`src/rtl/dec_lut_encoder12bits_clk.sv`:
```
// ---------------------------------------------------------------------------
// dec_lut_encoder12bits_clk
//
// Sequential encoder producing the codeword W = N*N (zero-extended to W_BITS)
// for a D_BITS-wide index N, using an iterative shift-add multiplier. It is the
// transmit-side counterpart of the DEC_LUT clocked decoder and feeds its
// stimulus in encode->decode loopback tests.
//
// Ports:
//   clk    in   system clock, rising edge
//   rst_n  in   synchronous active-low reset
//   start  in   encode request, accepted only while ready=1
//   N_in   in   index to encode, sampled on the accepting edge
//   ack    in   consumer has taken W, honoured only while valid=1
//   ready  out  high in IDLE only
//   busy   out  high in CALC only
//   valid  out  high in DONE only; W stable while high
//   W      out  codeword N*N, zero-extended
//
// Latency is fixed: accept edge + D_BITS CALC edges, with no early exit,
// so every N (including 0) takes the same number of cycles.
// ---------------------------------------------------------------------------
module dec_lut_encoder12bits_clk #(
    parameter int unsigned D_BITS = 12,
    parameter int unsigned W_BITS = 25
) (
    input  logic                clk,
    input  logic                rst_n,
    input  logic                start,
    input  logic [D_BITS-1:0]   N_in,
    input  logic                ack,
    output logic                ready,
    output logic                busy,
    output logic                valid,
    output logic [W_BITS-1:0]   W
);

    localparam int unsigned AW = 2 * D_BITS;
    localparam int unsigned CW = $clog2(D_BITS + 1);

    typedef enum logic [1:0] {
        S_IDLE = 2'd0,
        S_CALC = 2'd1,
        S_DONE = 2'd2
    } state_t;

    state_t              state_q,  state_d;
    logic [D_BITS-1:0]   mcand_q,  mcand_d;
    logic [D_BITS-1:0]   mplier_q, mplier_d;
    logic [AW-1:0]       acc_q,    acc_d;
    logic [CW-1:0]       cnt_q,    cnt_d;
    logic [W_BITS-1:0]   w_q,      w_d;

    logic [AW-1:0]       partial;
    logic [AW-1:0]       acc_step;

    // One shift-add step: add the multiplicand weighted by the current bit
    // position when the multiplier LSB is set.
    always_comb begin
        partial  = AW'(mcand_q) << cnt_q;
        acc_step = mplier_q[0] ? (acc_q + partial) : acc_q;
    end

    always_comb begin
        state_d  = state_q;
        mcand_d  = mcand_q;
        mplier_d = mplier_q;
        acc_d    = acc_q;
        cnt_d    = cnt_q;
        w_d      = w_q;

        unique case (state_q)
            S_IDLE: begin
                if (start) begin
                    mcand_d  = N_in;
                    mplier_d = N_in;
                    acc_d    = '0;
                    cnt_d    = '0;
                    state_d  = S_CALC;
                end
            end
            S_CALC: begin
                acc_d    = acc_step;
                mplier_d = mplier_q >> 1;
                cnt_d    = cnt_q + CW'(1);
                // Last step: W takes the post-step accumulator on this same edge.
                if (cnt_q == CW'(D_BITS - 1)) begin
                    w_d     = W_BITS'(acc_step);
                    state_d = S_DONE;
                end
            end
            S_DONE: begin
                if (ack) begin
                    state_d = S_IDLE;
                end
            end
            default: begin
                state_d = S_IDLE;
            end
        endcase
    end

    always_ff @(posedge clk) begin
        if (!rst_n) begin
            state_q  <= S_IDLE;
            mcand_q  <= '0;
            mplier_q <= '0;
            acc_q    <= '0;
            cnt_q    <= '0;
            w_q      <= '0;
        end else begin
            state_q  <= state_d;
            mcand_q  <= mcand_d;
            mplier_q <= mplier_d;
            acc_q    <= acc_d;
            cnt_q    <= cnt_d;
            w_q      <= w_d;
        end
    end

    always_comb begin
        ready = (state_q == S_IDLE);
        busy  = (state_q == S_CALC);
        valid = (state_q == S_DONE);
        W     = w_q;
    end

endmodule

```
`config.mk`:
```
export PLATFORM = sky130hd
export DESIGN_NAME = dec_lut_encoder12bits_clk
export DESIGN_NICKNAME = d
export VERILOG_FILES = /design/src/rtl/dec_lut_encoder12bits_clk.sv
export SDC_FILE = /design/constraint.sdc
export NUM_CORES = 1
export LEC_CHECK = 0
export BUFFER_PORTS_ARGS = -buffer_cell sky130_fd_sc_hd__buf_2
export CORE_UTILIZATION = 50
export DETAILED_ROUTE_END_ITERATION = 10
export HOLD_SLACK_MARGIN = 0.03
export PLACE_DENSITY = 0.69
export SKIP_LAST_GASP = 1
export SYNTH_ARGS = -nofsm -noshare
export SYNTH_HDL_FRONTEND = slang
export SYNTH_SLANG_ARGS = --single-unit
```
`constraint.sdc`:
```
create_clock -name clk -period 8.8 [get_ports clk]
set_clock_uncertainty 0.05 [all_clocks]
set_input_delay 0.44 -clock clk [delete_from_list [all_inputs] [get_ports clk]]
set_output_delay 0.44 -clock clk [all_outputs]
set_load 0.01 [all_outputs]
```
# Word-level counts from Yosys, hierarchy flattened
# Cells that the tools add are included.
# word_totals
regBits	78
out_inout_bits	28
in_bits	16
# classes
eq_ne	6
addsub	2
mux	11
reduce_logical	6
shifts	1
# op_table
operator	n
$mux W24	2
$pmux W24 S2	1
$add A24 B24 Y24	1
$pmux W12 S2	1
$shl A12 B4 Y24	1
$mux W12	1
$pmux W4 S2	1
$mux W2	3
$pmux W2 S3	1
$reduce_and A2 Y1	3
$add A4 B1 Y4 const B	1
$eq A4 B4 Y1 const B	1
$mux W4	1
$ne A2 B2 Y1 const B	2
$reduce_and A3 Y1	1
$eq A2 B1 Y1 const B	1
$eq A2 B2 Y1 const B	1
$logic_not A2 Y1	1
$ne A2 B1 Y1 const B	1
$reduce_bool A2 Y1	1

# Logic depth before layout (Yosys ltp)
# depth
ltp_word	4
ltp_mapped	19
depth_no_buf	15

# Least setup slack after synthesis
# Ideal clock, no wire load.
# synth_path
path_kind	reg2reg
start	reg cnt_q[1]
end	reg w_q[21] (netlist: W[21])
setup_time_ns	0.077
path_stages_with_launch	18
setup_slack_ns	5.048
arrival_ns	3.625
path_buffers	5
path_cell_list	dfxtp_1 clkbuf_1 clkbuf_1 clkbuf_1 o22a_1 nor2_1 a21oi_1 mux2i_1 ha_1 buf_2 a21oi_1 o21ai_2 o41ai_1 a211o_1 or2_1 buf_6 or4_4 a41oi_2
# synth_between
elab_chain_len	3
# synth_lines
element	line	source
start, declared	51	logic [CW-1:0] cnt_q, cnt_d;
start signal, assigned	116	cnt_q <= cnt_d;
$shl A12 B4 Y24	60	partial = AW'(mcand_q) << cnt_q;
$add A24 B24 Y24	61	acc_step = mplier_q[0] ? (acc_q + partial) : acc_q;
$mux W24	61	
end signal, assigned	117	w_q <= w_d;
end, declared	52	logic [W_BITS-1:0] w_q, w_d;
# Parallel ways exist; a longest one is shown, timed or not.
# A chain may end at the register's enable or synchronous reset.

# Final worst setup path
# layout_path
start	reg cnt_q[0]
end	reg w_q[19] (netlist: W[19])
# The elaborated chain is that of the path after synthesis.

==> flow_metrics.env <==
export IMPL_layout_drive_gt1_share_pct=12.1
export IMPL_clk_latency_ns=0.36
export IMPL_synth_top_cells_by_count="nand2_1 (115), dfxtp_1 (78), a21oi_1 (74), o21ai_0 (54), nor2_1 (47)"
export IMPL_rsz0062_at_grt="no"
export IMPL_wirelength_microns=13200
export IMPL_hold_buffers=0
export IMPL_rr_startpoint="cnt_q[0]$_SDFFE_PN0P_"
export IMPL_cts_root_buf="clkbuf_8"
export IMPL_antennaDiodeCount=0
export IMPL_ys_seq_elements=78
export IMPL_htree_num_levels=3
export IMPL_grt_ovfl_total=0
export IMPL_rrSetupSlack_ns=4.15
export IMPL_start_util_pct=52.2
export IMPL_path_max_fanout=22
export IMPL_core_area_sq_um=9330
export IMPL_netlist_area_leader_share_pct=32.1
export IMPL_cts_resized_gates=0
export IMPL_dieArea_sq_um=10100
export IMPL_crit_slowest_cell="dfxtp_1"
export IMPL_rows=35
export IMPL_vias=4696
export IMPL_drtPass1Iterations=5
export IMPL_leakage_nw=2.09
export IMPL_drv_slew=0
export IMPL_syn2layout_area_growth_pct=9.18
export IMPL_synth_top_family_by_area="compound AO/OA/AOI/OAI gates"
export IMPL_synth_xor_area_share_pct=3.96
export IMPL_drc_errors=0
export IMPL_final_util_pct=57.0
export IMPL_tightest_slew_ns=1.01
export IMPL_cts_sinks=78
export IMPL_pwr_density_cell_nw_per_um2=146
export IMPL_fin_cells=792
export IMPL_seq_area_sq_um=1560
export IMPL_synth_top_cells_by_area="dfxtp_1 (32%), nand2_1 (8.9%), a21oi_1 (7.6%), ha_1 (6.2%), o21ai_0 (5.6%)"
export IMPL_synthArstFlopShare_pct=0
export IMPL_endpoint="W[19]$_SDFFE_PN0P_"
export IMPL_grt_max_degree=56
export IMPL_finalCriticalPeriod_ns=4.65
export IMPL_die_x_microns=101
export IMPL_fmax_ghz=0.215
export IMPL_synth_compound_area_share_pct=24.8
export IMPL_post_place_cells=776
export IMPL_nFillCells=922
export IMPL_synthMostInstantiatedCell="nand2_1"
export IMPL_dp_slack_ns=4.30
export IMPL_status="finished, final reports clean"
export IMPL_synth_top_cell_by_area="dfxtp_1"
export IMPL_antenna_found_initial=0
export IMPL_min_period_over_period_pct=52.8
export IMPL_start_kind="register"
export IMPL_drt_iter0_drc=238
export IMPL_wire_per_inst_microns=16.6
export IMPL_grt_pass1_vias=4304
export IMPL_avgViaCountPerCell=5.93
export IMPL_reg2reg_depth=12
export IMPL_synth_ff_type="dfxtp_1"
export IMPL_arrival_ns=4.89
export IMPL_cts_tree="built"
export IMPL_yosysWarningCount=0
export IMPL_place_gp_congestion=0.922
export IMPL_setup_tns_ns=0
export IMPL_drtAntennaViolNets=0
export IMPL_cts_clk_slew_worst_paths_ns=0.09
export IMPL_synth_area_sq_um=4870
export IMPL_setup_violations=0
export IMPL_hold_viol=0
export IMPL_cp_startpoint="cnt_q[0]$_SDFFE_PN0P_"
export IMPL_grtUsageTotal_pct=27.1
export IMPL_multi_input_area_sq_um=3080
export IMPL_io_pins=44
export IMPL_portBuffers=42
export IMPL_maxSlewHeadroom_pct=32.4
export IMPL_cp_common_cell="a21oi_1"
export IMPL_cts_setup_buffers=0
export IMPL_worstSetupPathType="register to register"
export IMPL_max_stage_delay_ns=0.76
export IMPL_worst_r2r_endpoint="W[19]$_SDFFE_PN0P_"
export IMPL_ys_types=66
export IMPL_die_h_microns=101
export IMPL_dpl_hpwl_microns=9420
export IMPL_synthAdderAreaFrac_pct=6.58
export IMPL_grt_pass1_wl_microns=21600
export IMPL_clk_path_buf_depth=2
export IMPL_hold_class="primary input to register"
export IMPL_layout_setup_ws_ns=4.15
export IMPL_cap_viol_max_count=0
export IMPL_syn_inst=645
export IMPL_ir_worst_vdd_uv=91.6
export IMPL_setup_worst_path_end_class="register"
export IMPL_critPathRequiredTime_ns=9.04
export IMPL_nets=699
export IMPL_avgSynthCellArea_sq_um=7.55
export IMPL_synth_seq_area_share_pct=32.1
export IMPL_numCtsBuffers=9
export IMPL_muxShareOfSynthArea_pct=5.58
export IMPL_yosys_area_share_simple_pct=22.2
export IMPL_syn_num_nets=686
export IMPL_synth_edf_count=0
export IMPL_path_cells="clkinv_1 -> o31a_1 -> a21oi_1 -> mux2i_1 -> ha_1 -> a21oi_1 -> o21ai_2 -> o41ai_1 -> nor4b_2 -> or2_1 -> mux2_2 -> a21oi_1"
export IMPL_finalPower_mw=0.776
==> cell type report <==
type,instances,share of cell area [%]
multi-input combinational,511,57.9
tap,129,3.04
timing repair buffer,46,4.52
clock inverter,6,1.74
clock buffer,10,2.59
inverter,12,0.848
sequential,78,29.4
==> per-layer routing <==
layer	up-vias	part of all wire, %	GRT usage, %	wire length [microns]
met5	-	0	0	0
met4	0	2.2	9.48	291
met2	155	45	43.8	5980
li1	2327	-	-	-
met3	29	6.6	4.85	872
met1	2185	46	36.3	6020
==> kinds of logic after synthesis <==
kind of cell / count (synthesis)
AO/OA/AOI/OAI: 200
XOR/XNOR: 22
adder cells (fa/ha/maj): 25
buffers and inverters: 56
flip-flops: 78
multiplexers: 25
other: 1
AND/OR/NAND/NOR: 238
==> sequential cells by signal, summed over array words and instances (netlist names) <==
| signal | flops |
|---|---|
| state_q | 2 |
| cnt_q | 4 |
| mplier_q | 12 |
| mcand_q | 12 |
| W | 24 |
| acc_q | 24 |
==> report_power, final <==
part / leakage, nW / switching (mW) / internal, mW
logic: 1.35 / 0.0602 / 0.0310
registers: 0.632 / 0.00943 / 0.361
clock network: 0.110 / 0.145 / 0.170
==> per-stage QoR <==
| step | hold slack (ns) | instance area, sq um |
|---|---|---|
| global route | 0.294 | 5310 |
| global placement | 0.390 | 5080 |
| CTS | 0.284 | 5310 |
| detailed placement | 0.395 | 5080 |
| floorplan | 0.379 | 4870 |
| finish | 0.291 | 5310 |
==> worst max-delay path: cells and delay by family, from the launching register on <==
family	cells	cell delay, ns
fa+ha+maj	1	0.41
buf+inv	1	0.43
simple gates	2	0.83
flops	1	0.76
compound gates	6	1.62
mux	2	0.48
==> placed cells by master, fill, tap and decap left out, types with 16 or more instances in the layout <==
cell type,n
a21oi_1,74
a31oi_1,16
buf_2,42
dfxtp_1,78
ha_1,24
mux2i_1,17
nand2_1,115
nand3_1,17
nor2_1,46
o21ai_0,54
==> worst min-delay path by stage <==
| stage | from | end | slack, ns | cells past startpoint |
|---|---|---|---|---|
| after global routing | ack | state_q[1]$_SDFFE_PN0P_ | 0.29 | 3 |
| after CTS | ack | state_q[1]$_SDFFE_PN0P_ | 0.28 | 3 |
| after detailed placement | W[4]$_SDFFE_PN0P_ | W[4]$_SDFFE_PN0P_ | 0.39 | 2 |
| final | ack | state_q[1]$_SDFFE_PN0P_ | 0.29 | 3 |
| after floorplan | state_q[1]$_SDFFE_PN0P_ | state_q[0]$_SDFFE_PN0P_ | 0.38 | 1 |
| after global placement | W[4]$_SDFFE_PN0P_ | W[4]$_SDFFE_PN0P_ | 0.39 | 2 |
Power figures use the tool's default switching activity.
